`src/rtl/ipbus_arb_pkg.sv`:
```
//============================================================================
// Module      : ipbus_arb_pkg
// Description : Shared FSM state and grant encodings for the two-master
//               IP access bus arbiter.
// Revision    : 1.0 - initial release
//============================================================================
`default_nettype none

package ipbus_arb_pkg;

    typedef enum logic [1:0] {
        IDLE   = 2'd0,
        ACCESS = 2'd1,
        DONE   = 2'd2
    } arb_state_e;

    localparam logic [1:0] GNT_NONE = 2'b00;
    localparam logic [1:0] GNT_M0   = 2'b01;
    localparam logic [1:0] GNT_M1   = 2'b10;

    function automatic logic [1:0] gnt_onehot(input logic idx);
        return idx ? GNT_M1 : GNT_M0;
    endfunction

endpackage

`default_nettype wire

```
`src/rtl/ipbus_arbiter_rr_arb2.sv`:
```
//============================================================================
// Module      : rr_arb2
// Description : Combinational two-way round-robin picker with lock override.
// Revision    : 1.0 - initial release
//============================================================================
`default_nettype none

module rr_arb2
    import ipbus_arb_pkg::*;
(
    input  logic [1:0] req_i,
    input  logic       last_grant_i,
    input  logic       lock_valid_i,
    input  logic       lock_owner_i,
    output logic [1:0] winner_o
);

    always_comb begin
        winner_o = GNT_NONE;
        if (lock_valid_i) begin
            // A live lock excludes the other master even when it is requesting.
            if (req_i[lock_owner_i]) begin
                winner_o = gnt_onehot(lock_owner_i);
            end
        end else begin
            case (req_i)
                2'b01:   winner_o = GNT_M0;
                2'b10:   winner_o = GNT_M1;
                2'b11:   winner_o = last_grant_i ? GNT_M0 : GNT_M1;
                default: winner_o = GNT_NONE;
            endcase
        end
    end

endmodule

`default_nettype wire

```
`src/rtl/ipbus_arbiter.sv`:
```
//============================================================================
// Module      : ipbus_arbiter
// Description : Two-master round-robin arbiter for the IP access bus with a
//               fixed-length access window and registered read return.
//               Optional grant locking enabled by IPBUS_ARB_LOCK_EN.
// Revision    : 1.0 - initial release
//============================================================================
`default_nettype none

module ipbus_arbiter
    import ipbus_arb_pkg::*;
#(
    parameter int ACC_CYC = 2,
    parameter int AW      = 16,
    parameter int DW      = 16
) (
    input  logic          bus2ip_clk,
    input  logic          bus2ip_rst_n,

    input  logic          m0_req_i,
    input  logic          m0_write_i,
    input  logic [AW-1:0] m0_addr_i,
    input  logic [DW-1:0] m0_wdata_i,
    input  logic          m0_lock_i,
    output logic [DW-1:0] m0_rdata_o,
    output logic          m0_ack_o,

    input  logic          m1_req_i,
    input  logic          m1_write_i,
    input  logic [AW-1:0] m1_addr_i,
    input  logic [DW-1:0] m1_wdata_i,
    input  logic          m1_lock_i,
    output logic [DW-1:0] m1_rdata_o,
    output logic          m1_ack_o,

    output logic [AW-1:0] ip_addr_o,
    output logic [DW-1:0] ip_wdata_o,
    output logic          ip_rd_ce_o,
    output logic          ip_wr_ce_o,
    input  logic [DW-1:0] ip_rdata_i,

    output logic [1:0]    grant_o
);

    localparam int               CNT_W    = $clog2(ACC_CYC) + 1;
    localparam logic [CNT_W-1:0] CNT_LOAD = CNT_W'(ACC_CYC - 1);

    arb_state_e       state_q;
    logic [CNT_W-1:0] cnt_q;
    logic [1:0]       grant_q;
    logic             last_grant_q;
    logic             write_q;
    logic [AW-1:0]    ip_addr_q;
    logic [DW-1:0]    ip_wdata_q;
    logic             rd_ce_q;
    logic             wr_ce_q;
    logic [DW-1:0]    m0_rdata_q;
    logic [DW-1:0]    m1_rdata_q;
    logic             m0_ack_q;
    logic             m1_ack_q;

    logic [1:0]       w_winner;
    logic             w_sel_m1;
    logic             w_lock_valid;
    logic             w_lock_owner;

`ifdef IPBUS_ARB_LOCK_EN
    logic             lock_q;
    logic             lock_owner_q;
    logic             w_owner_lock;

    assign w_owner_lock = lock_owner_q ? m1_lock_i : m0_lock_i;
    // The lock only binds while its owner keeps lock_i high.
    assign w_lock_valid = lock_q && w_owner_lock;
    assign w_lock_owner = lock_owner_q;
`else
    logic             w_unused_lock;

    assign w_unused_lock = m0_lock_i ^ m1_lock_i;
    assign w_lock_valid  = 1'b0;
    assign w_lock_owner  = 1'b0;
`endif

    rr_arb2 u_rr_arb2 (
        .req_i        ({m1_req_i, m0_req_i}),
        .last_grant_i (last_grant_q),
        .lock_valid_i (w_lock_valid),
        .lock_owner_i (w_lock_owner),
        .winner_o     (w_winner)
    );

    assign w_sel_m1 = w_winner[1];

    always_ff @(posedge bus2ip_clk or negedge bus2ip_rst_n) begin
        if (!bus2ip_rst_n) begin
            state_q      <= IDLE;
            cnt_q        <= '0;
            grant_q      <= GNT_NONE;
            last_grant_q <= 1'b1;
            write_q      <= 1'b0;
            ip_addr_q    <= '0;
            ip_wdata_q   <= '0;
            rd_ce_q      <= 1'b0;
            wr_ce_q      <= 1'b0;
            m0_rdata_q   <= '0;
            m1_rdata_q   <= '0;
            m0_ack_q     <= 1'b0;
            m1_ack_q     <= 1'b0;
`ifdef IPBUS_ARB_LOCK_EN
            lock_q       <= 1'b0;
            lock_owner_q <= 1'b0;
`endif
        end else begin
            m0_ack_q <= 1'b0;
            m1_ack_q <= 1'b0;
            case (state_q)
                IDLE: begin
`ifdef IPBUS_ARB_LOCK_EN
                    if (lock_q && !w_owner_lock) begin
                        lock_q <= 1'b0;
                    end
`endif
                    if (w_winner != GNT_NONE) begin
                        grant_q    <= w_winner;
                        write_q    <= w_sel_m1 ? m1_write_i : m0_write_i;
                        ip_addr_q  <= w_sel_m1 ? m1_addr_i  : m0_addr_i;
                        ip_wdata_q <= w_sel_m1 ? m1_wdata_i : m0_wdata_i;
                        rd_ce_q    <= w_sel_m1 ? !m1_write_i : !m0_write_i;
                        wr_ce_q    <= w_sel_m1 ? m1_write_i  : m0_write_i;
                        cnt_q      <= CNT_LOAD;
                        state_q    <= ACCESS;
                    end
                end
                ACCESS: begin
                    wr_ce_q <= 1'b0;
                    if (cnt_q == '0) begin
                        rd_ce_q <= 1'b0;
                        if (!write_q) begin
                            if (grant_q[1]) begin
                                m1_rdata_q <= ip_rdata_i;
                            end else begin
                                m0_rdata_q <= ip_rdata_i;
                            end
                        end
                        m0_ack_q <= grant_q[0];
                        m1_ack_q <= grant_q[1];
                        state_q  <= DONE;
                    end else begin
                        cnt_q <= cnt_q - CNT_W'(1);
                    end
                end
                DONE: begin
                    last_grant_q <= grant_q[1];
                    grant_q      <= GNT_NONE;
`ifdef IPBUS_ARB_LOCK_EN
                    if (grant_q[1] ? m1_lock_i : m0_lock_i) begin
                        lock_q       <= 1'b1;
                        lock_owner_q <= grant_q[1];
                    end
`endif
                    state_q      <= IDLE;
                end
                default: begin
                    state_q <= IDLE;
                end
            endcase
        end
    end

    assign m0_rdata_o = m0_rdata_q;
    assign m1_rdata_o = m1_rdata_q;
    assign m0_ack_o   = m0_ack_q;
    assign m1_ack_o   = m1_ack_q;
    assign ip_addr_o  = ip_addr_q;
    assign ip_wdata_o = ip_wdata_q;
    assign ip_rd_ce_o = rd_ce_q;
    assign ip_wr_ce_o = wr_ce_q;
    assign grant_o    = grant_q;

endmodule

`default_nettype wire

```
`config.mk`:
```
export PLATFORM = sky130hd
export DESIGN_NAME = ipbus_arbiter
export DESIGN_NICKNAME = d
export VERILOG_FILES = /design/src/rtl/ipbus_arb_pkg.sv /design/src/rtl/ipbus_arbiter_rr_arb2.sv /design/src/rtl/ipbus_arbiter.sv
export SDC_FILE = /design/constraint.sdc
export NUM_CORES = 1
export LEC_CHECK = 0
export BUFFER_PORTS_ARGS = -buffer_cell sky130_fd_sc_hd__clkbuf_2
export CORE_UTILIZATION = 46
export CTS_BUF_LIST = sky130_fd_sc_hd__clkbuf_4
export DETAILED_ROUTE_END_ITERATION = 8
export GPL_ROUTABILITY_DRIVEN = 0
export MAX_ROUTING_LAYER = met4
export PLACE_DENSITY = 0.86
export RECOVER_POWER = 100
export SYNTH_ARGS = -nofsm -noshare
export SYNTH_HDL_FRONTEND = slang
export SYNTH_SLANG_ARGS = --single-unit
```
`constraint.sdc`:
```
create_clock -name bus2ip_clk -period 3.2 [get_ports bus2ip_clk]
set_input_delay 0.32 -clock bus2ip_clk [delete_from_list [all_inputs] [get_ports bus2ip_clk]]
set_output_delay 0.32 -clock bus2ip_clk [all_outputs]
set_load 0.05 [all_outputs]
```
# Word-level counts from Yosys, hierarchy flattened
# Cells that the tools add are included.
# totals
reg_bits	76
in_bits	88
out_inout_bits	70
wordCells	61
# op_classes
addsub	1
n_eq_ne	8
muxes	22
bitwise_logic	2
n_reduce_logical	15
# op_table
operator	n
$mux 16	2
$pmux 2 s2	3
$mux 2	5
$mux 1	9
$reduce_and 2->1	4
$reduce_and 4->1	2
$eq 2x2->1 const B	3
$ne 2x2->1 const B	3
$pmux 2 s3	1
$reduce_and 3->1	2
$reduce_bool 2->1	3
$eq 2x1->1 const B	2
$logic_not 2->1	2
$pmux 1 s2	2
$logic_not 1->1	2
$not 1->1	2
$sub 2x1->2 const B	1

# Logic depth before layout (Yosys ltp)
# Gate-level depths: netlist of run 1.
# depth
depth_word	5
depth_mapped	7
depth_no_buf	5

# Hierarchy
# From an unflattened synthesis of run 1, not the netlist that was laid out.
# unflattened
hier_cells	269
area_unflattened_um2	3347.0
# modules_own_cells
module	n_inst	cells_each	area_each_um2	seq_area_each_um2
ipbus_arbiter	1	263	3310.7	1903.1
rr_arb2	1	6	36.3	0.0

# Worst setup path before layout of run 1
# OpenSTA, ideal clock, no wires.
# synth_path
path_kind	register -> register
from	register cnt_q[0]
to	register m0_rdata_q[10] (netlist: m0_rdata_o[10])
arrival_time_ns	1.683
setup_slack_ns	1.392
stages_incl_launch_ff	8
n_path_buf	2
period_less_slack_ns	1.808
path_cell_list	dfrtp_1 > inv_1 > ha_1 > and3b_1 > buf_6 > nor3b_4 > buf_8 > mux2_4
# synth_via
elab_chain_cells	2
# synth_lines
element	line	rtl
from (decl)	ipbus_arbiter.sv:49	logic [CNT_W-1:0] cnt_q;
from (signal assigned)	ipbus_arbiter.sv:149	cnt_q <= cnt_q - CNT_W'(1);
$logic_not 2->1	ipbus_arbiter.sv:136	if (cnt_q == '0) begin
$reduce_and 4->1 (no source line)	n/a	
to (signal assigned)	ipbus_arbiter.sv:142	m0_rdata_q <= ip_rdata_i;
to (decl)	ipbus_arbiter.sv:57	logic [DW-1:0] m0_rdata_q;
# Every way passes these cells.
# A chain may end at the register's enable or synchronous reset.

# Worst setup path in the final report of run 1
# layout_path
from	register state_q[0]
to	register cnt_q[1]
# layout_via
elab_chain_cells	3
# layout_lines
element	line	rtl
from (decl)	ipbus_arbiter.sv:48	arb_state_e state_q;
from (signal assigned)	ipbus_arbiter.sv:96	state_q <= IDLE;
from (signal assigned)	ipbus_arbiter.sv:131	state_q <= ACCESS;
from (signal assigned)	ipbus_arbiter.sv:147	state_q <= DONE;
$eq 2x1->1 or $logic_not 2->1 (tied branches)	ipbus_arbiter.sv:116	case (state_q)
$ne 2x2->1 (no source line) or $reduce_bool 2->1 (tied branches)	n/a	
$reduce_and 3->1 (no source line)	n/a	
# Parallel ways exist; a longest one is shown, timed or not.

==> results of run 1 <==
## path summary, 6_finish.rpt
kind	from	to	slack [ns]	depth (start not counted)
min in group asynchronous	bus2ip_rst_n	m1_rdata_o[0]	0.38	1
worst min register to register	m0_rdata_o[7]	m0_rdata_o[7]	0.49	1
worst max register to register	state_q[0]	cnt_q[1]	0.81	4
worst max-delay path	state_q[0]	cnt_q[1]	0.81	4
worst min-delay path	ip_rdata_i[13]	m0_rdata_o[13]	0.14	2
max in group asynchronous	bus2ip_rst_n	ip_wdata_o[2]	1.72	1
## per-layer routing
metal / up-vias / wire length, um / global-route usage
met3: 8 / 704 / 0.0800
met1: 1247 / 3040 / 0.230
met2: 122 / 3680 / 0.370
met5: - / 0 / -
met4: 0 / 84 / 0.0545
li1: 1225 / - / -
## cells in the mapped netlist (3+ instances only)
cell type	instances
mux2i_1	35
buf_2	9
clkbuf_1	7
mux2_4	10
mux2_2	23
nor2_1	3
a21oi_1	71
inv_1	5
dfrtp_1	75
and2_1	3
## metrics by stage
stage,instances,area (um^2),hold slack (ns)
2_1_floorplan,258,3290,0.0244
3_3_place_gp,494,4110,0.459
3_5_place_dp,494,4110,0.477
4_1_cts,509,4270,0.0578
5_1_grt,509,4120,0.105
6_report,509,4120,0.137
## cell families (layout without fill, tap and decap cells)
logic type                 count (synthesis)  in the layout  share of synthesized area
adders and majority gates                  1              1                    0.00381
muxes                                     68             68                      0.231
buffers and inverters                     24            179                     0.0377
and+or+nand+nor                           13             13                     0.0286
DFF                                       76             76                      0.579
AOI/OAI and AO/OA                         76             76                      0.120
## registers in the layout, indices dropped and copies added, names as in the netlist
register      flops
ip_wdata_o       16
m1_ack_o          1
ip_addr_o        16
m0_rdata_o       16
last_grant_q      1
grant_o           2
m1_rdata_o       16
m0_ack_o          1
cnt_q             2
ip_wr_ce_o        1
state_q           2
ip_rd_ce_o        1
write_q           1
## layout by cell type (no fill, tap or decap), types with 3 or more instances in the layout
cell and count:
a21oi_1 71, clkbuf_1 71, clkbuf_2 86, clkbuf_4 9, dfrtp_1 75, inv_1 5, mux2_1 8, mux2_2 23
mux2i_1 35, nor2_1 3
## layout make-up
cell class                      instances  share of cell area
Inverter                                5             0.00455
Multi-Input combinational cell        158               0.295
Clock buffer                            9              0.0164
Tap cell                               96              0.0291
Clock inverter                          6              0.0212
Sequential cell                        76               0.461
Timing Repair Buffer                  159               0.173
==> flow_summary.yaml, run 1 <==
layout:
  nNetsFinal: 498
  regArea_um2: 1900
  multi_input_area_um2: 1210
  n_antenna_cell: 0
  synthToLayoutAreaGrowth_pct: 25.5
  utilization: 0.604
  layout-drive-gt1-share: 0.315
  fillers: 603
clock_network:
  cts_buffers: 9
  clock-sinks: 76
  cts-resized-gates: 0
  clk_latency_ns: 0.41
  clk_pin_slew_ns: 0.13
  clockBufferDepth: 2
  cts_setup_buffers: 0
  ctsHoldBuffers: 0
  cts_tree: "done"
  clockRootBuffer: "clkbuf_4"
  cts_htree_levels: 3
die:
  fp.coreArea_um2: 6830
  die_w_um: 86.5
  rows: 30
  io_pins: 158
  initial_core_util: 0.481
  die_height_um: 86.5
  die-area_um2: 7490
sta:
  hold_viol_final: 0
  finalSetupViolCount: 0
  max_freq_mhz: 418
  min_period_over_period: 0.748
  tns_ns: 0
  slew_headroom: -0.214
  grt_setup_unrepaired: "false"
  fin_skew_ns: 0.0201
  final_max_slew_viol_count: 114
  worst_slack_ns: 0.806
  finalCriticalPeriod_ns: 2.39
  worst_slew_pin_slew_ns: 1.82
critical_path:
  cp_data_arrival_time_ns: 2.70
  crit_family: "buffers and inverters"
  worst-setup-path-type: "flop to flop"
  critPathMaxStageDelay_ns: 1.16
  path_buf_inv: 1
  critPathLaunchType: "flop"
  cp_max_fo: 36
  cp_slowest_cell: "clkbuf_1"
  crit_path_cell_trace: "nor2_1, clkbuf_1, a21oi_1, a21o_1"
  critPathRequiredTime_ns: 3.51
  endpoint_kind: "flop"
synth:
  syn_avg_cell_area_um2: 12.7
  synth.distinct_cells: 27
  synthCells: 258
  synth_seq_cells: 76
  syn-cell-area_um2: 3290
  syn_nets: 347
  synth-edff-count: 0
  yosysWarnings: 0
  yosys-top-cells-area: "dfrtp_1 (57%), a21oi_1 (11%), mux2i_1 (11%)"
  ys_seq_area_frac: 0.579
  ys_async_sr_fraction: 1.00
  netlist.area_leader.share: 0.571
  yosys.area.top_type: "dfrtp_1"
  synthFlopType: "dfrtp_1"
detailed_routing:
  drtPass1Iterations: 4
  drt_iter0_markers: 103
  route.detailed.drc: 0
  wl_per_cell_um: 14.7
  vias_per_cell: 5.11
  antenna_left: 0
  num_vias: 2602
  routed_wl_um: 7510
place:
  dpl.hpwl_um: 5340
  pre_cts_ws_ns: 1.08
  numPortBuffers: 155
run_status:
  violations: "capacitance limit, slew limit"
  status: "finished with violations"
hold_path:
  hp-class: "input port to flop"
run:
  drv_cap: 2
global_routing:
  grt_pass1_wl_um: 11800
  grt_usage: 0.213
  grt_pass1_vias: 2571
  antenna_found_initial: 0
  grt_max_degree: 77
  grt-ovfl-total: 0
Power of run 1 is not shown: default switching activity piles up to over one toggle a cycle in this logic, so the estimate is an artifact.
==> inputs of run 2 (changes only) <==
--- a/config.mk
+++ b/config.mk
@@ -5,13 +5,14 @@
 export SDC_FILE = /design/constraint.sdc
 export NUM_CORES = 1
 export LEC_CHECK = 0
+export ABC_AREA = 1
 export BUFFER_PORTS_ARGS = -buffer_cell sky130_fd_sc_hd__clkbuf_2
 export CORE_UTILIZATION = 46
 export CTS_BUF_LIST = sky130_fd_sc_hd__clkbuf_4
 export DETAILED_ROUTE_END_ITERATION = 8
 export GPL_ROUTABILITY_DRIVEN = 0
 export MAX_ROUTING_LAYER = met4
-export PLACE_DENSITY = 0.86
+export PLACE_DENSITY = 0.85
 export RECOVER_POWER = 100
 export SYNTH_ARGS = -nofsm -noshare
 export SYNTH_HDL_FRONTEND = slang
==> constraint.sdc (replaced) <==
create_clock -name bus2ip_clk -period 2.37 [get_ports bus2ip_clk]
set_input_delay 0.237 -clock bus2ip_clk [delete_from_list [all_inputs] [get_ports bus2ip_clk]]
set_output_delay 0.237 -clock bus2ip_clk [all_outputs]
set_load 0.05 [all_outputs]
==> run 2 against run 1 <==
The run now ends clean; hold slack worse by 0.084 ns; die area up 6.2%; cell area up 5.2%; setup slack worse by 0.31 ns; register-to-register slack worse by 0.31 ns; cell count up 37%; area after synthesis up 6.3%; clock skew down 0.0049 ns; first-iteration DRC count down 11%; sequential cell count unchanged; clock-buffer cell count unchanged; highest routed layer unchanged; wire length up 9.4%.
==> flow_summary.yaml, run 2 <==
global_routing:
  grt-ovfl-total: 0
  antenna_found_initial: 0
  grt_max_degree: 77
  grt_pass1_wl_um: 13100
  grt_usage: 0.224
  grt_pass1_vias: 3035
synth:
  yosys.area.top_type: "dfrtp_1"
  synth-edff-count: 0
  syn_nets: 531
  yosys-top-cells-area: "dfrtp_1 (54%), nand2_1 (19%), inv_1 (4.7%)"
  synth.distinct_cells: 22
  synth_commonest_cells: "nand2_1 (179), dfrtp_1 (75), inv_1 (44)"
  ys_seq_area_frac: 0.545
  syn_avg_cell_area_um2: 7.91
  netlist.area_leader.share: 0.537
  synth_seq_cells: 76
  yosysWarnings: 0
  ys_async_sr_fraction: 1.00
  synth.most_common_cell: "nand2_1"
  synthCells: 442
  synthFlopType: "dfrtp_1"
  syn-cell-area_um2: 3490
critical_path:
  endpoint_kind: "flop"
  critPathLaunchType: "flop"
  worst-setup-path-type: "flop to flop"
  cp_max_fo: 18
  reg2reg_depth: 7
  critPathRequiredTime_ns: 2.67
  cp_data_arrival_time_ns: 2.17
run_status:
  status: "finished clean"
detailed_routing:
  routed_wl_um: 8210
  drt_iter0_markers: 92
  wl_per_cell_um: 11.8
  num_vias: 3312
  route.detailed.drc: 0
  vias_per_cell: 4.75
  antenna_left: 0
  drtPass1Iterations: 4
sta:
  finalSetupViolCount: 0
  max_freq_mhz: 534
  hold_viol_final: 0
  finalCriticalPeriod_ns: 1.87
  grt_setup_unrepaired: "false"
  fin_skew_ns: 0.0152
  worst_slew_pin_slew_ns: 0.951
  slew_headroom: 0.366
  tns_ns: 0
  final_max_slew_viol_count: 0
  whs_ns: 0.0535
  min_period_over_period: 0.790
  worst_slack_ns: 0.497
layout:
  regArea_um2: 1900
  layout-drive-gt1-share: 0.187
  layout_commonest_cell: "nand2_1"
  n_antenna_cell: 0
  nNetsFinal: 682
  fillers: 707
  synthToLayoutAreaGrowth_pct: 24.1
  multi_input_area_um2: 1250
  final_cell_mix: "nand2_1 (180), clkbuf_2 (84), dfrtp_1 (75), clkbuf_1 (71), o21ai_0 (48)"
die:
  fp.coreArea_um2: 7290
  die_w_um: 89.2
  io_pins: 158
  die-area_um2: 7950
  initial_core_util: 0.479
  rows: 31
  die_height_um: 89.2
clock_network:
  cts_htree_levels: 3
  clk_pin_slew_ns: 0.13
  clock-sinks: 76
  ctsHoldBuffers: 1
  cts_buffers: 9
  cts_tree: "done"
  cts_setup_buffers: 0
  clockBufferDepth: 2
  cts-resized-gates: 0
  clk_latency_ns: 0.41
  clockRootBuffer: "clkbuf_4"
place:
  numPortBuffers: 155
  dpl.hpwl_um: 6100
  pre_cts_ws_ns: 0.682
power:
  leakage_uw: 0.00236
  p_per_area_nw_per_um2: 1680
  max-vdd-ir-drop_uv: 664
hold_path:
  hp-class: "input port to flop"
  hold_depth: 3
run:
  drv_cap: 0
-- run 2: stage by stage --
stage / cells / cell area [um^2] / utilization / power (uW)
2_1_floorplan: 442 / 3490 / - / 5780
3_3_place_gp: 680 / 4310 / 0.591 / 6680
3_5_place_dp: 680 / 4310 / 0.591 / 6810
4_1_cts: 697 / 4450 / 0.611 / 7590
5_1_grt: 697 / 4340 / 0.595 / 7810
6_report: 697 / 4340 / 0.595 / 7270
-- run 2: path summary, 6_finish.rpt --
check                                from              to  slack, ns
hold reg to reg            m0_rdata_o[10]  m0_rdata_o[10]       0.49
setup / recovery                 cnt_q[0]   m0_rdata_o[2]       0.50
min in group asynchronous    bus2ip_rst_n  m0_rdata_o[14]       0.49
max in group asynchronous    bus2ip_rst_n        m0_ack_o       1.25
setup reg to reg                 cnt_q[0]   m0_rdata_o[2]       0.50
hold / removal             ip_rdata_i[15]  m1_rdata_o[15]       0.05
-- run 2: critical path, cell delays in order (launching register included) --
cell	delay (ns)
dfrtp_1	0.40
inv_1	0.08
ha_1	0.21
nand3_2	0.29
inv_8	0.22
nand2_1	0.32
nand2_1	0.17
nand2_1	0.07
-- run 2: cells by family after synthesis --
logic type / after synthesis / synth area share
and+or+nand+nor: 246 / 0.285
AOI/OAI and AO/OA: 52 / 0.0745
DFF: 76 / 0.545
buffers and inverters: 67 / 0.0920
adders and majority gates: 1 / 0.00358
-- run 2: power breakdown --
group          switching [uW]  leakage (uW)  internal (uW)
clock                     446     0.0000693            316
combinational            3410       0.00137            782
sequential                367      0.000921           1950
-- run 2: routing by layer --
metal / routed length [um] / vias to the layer above / global-route usage
met3: 629 / 14 / 0.0619
met1: 3460 / 1517 / 0.250
met4: 138 / 0 / 0.0866
li1: - / 1655 / -
met5: 0 / - / -
met2: 3980 / 126 / 0.381
-- run 2: layout make-up --
cell class / instances / area share
clock inverters: 7 / 0.0156
flip-flops and latches: 76 / 0.439
repair buffers: 161 / 0.172
well taps: 99 / 0.0286
inverters: 46 / 0.0415
multi-input cells: 299 / 0.288
clock buffers: 9 / 0.0156
Power figures use the tool's default switching activity.
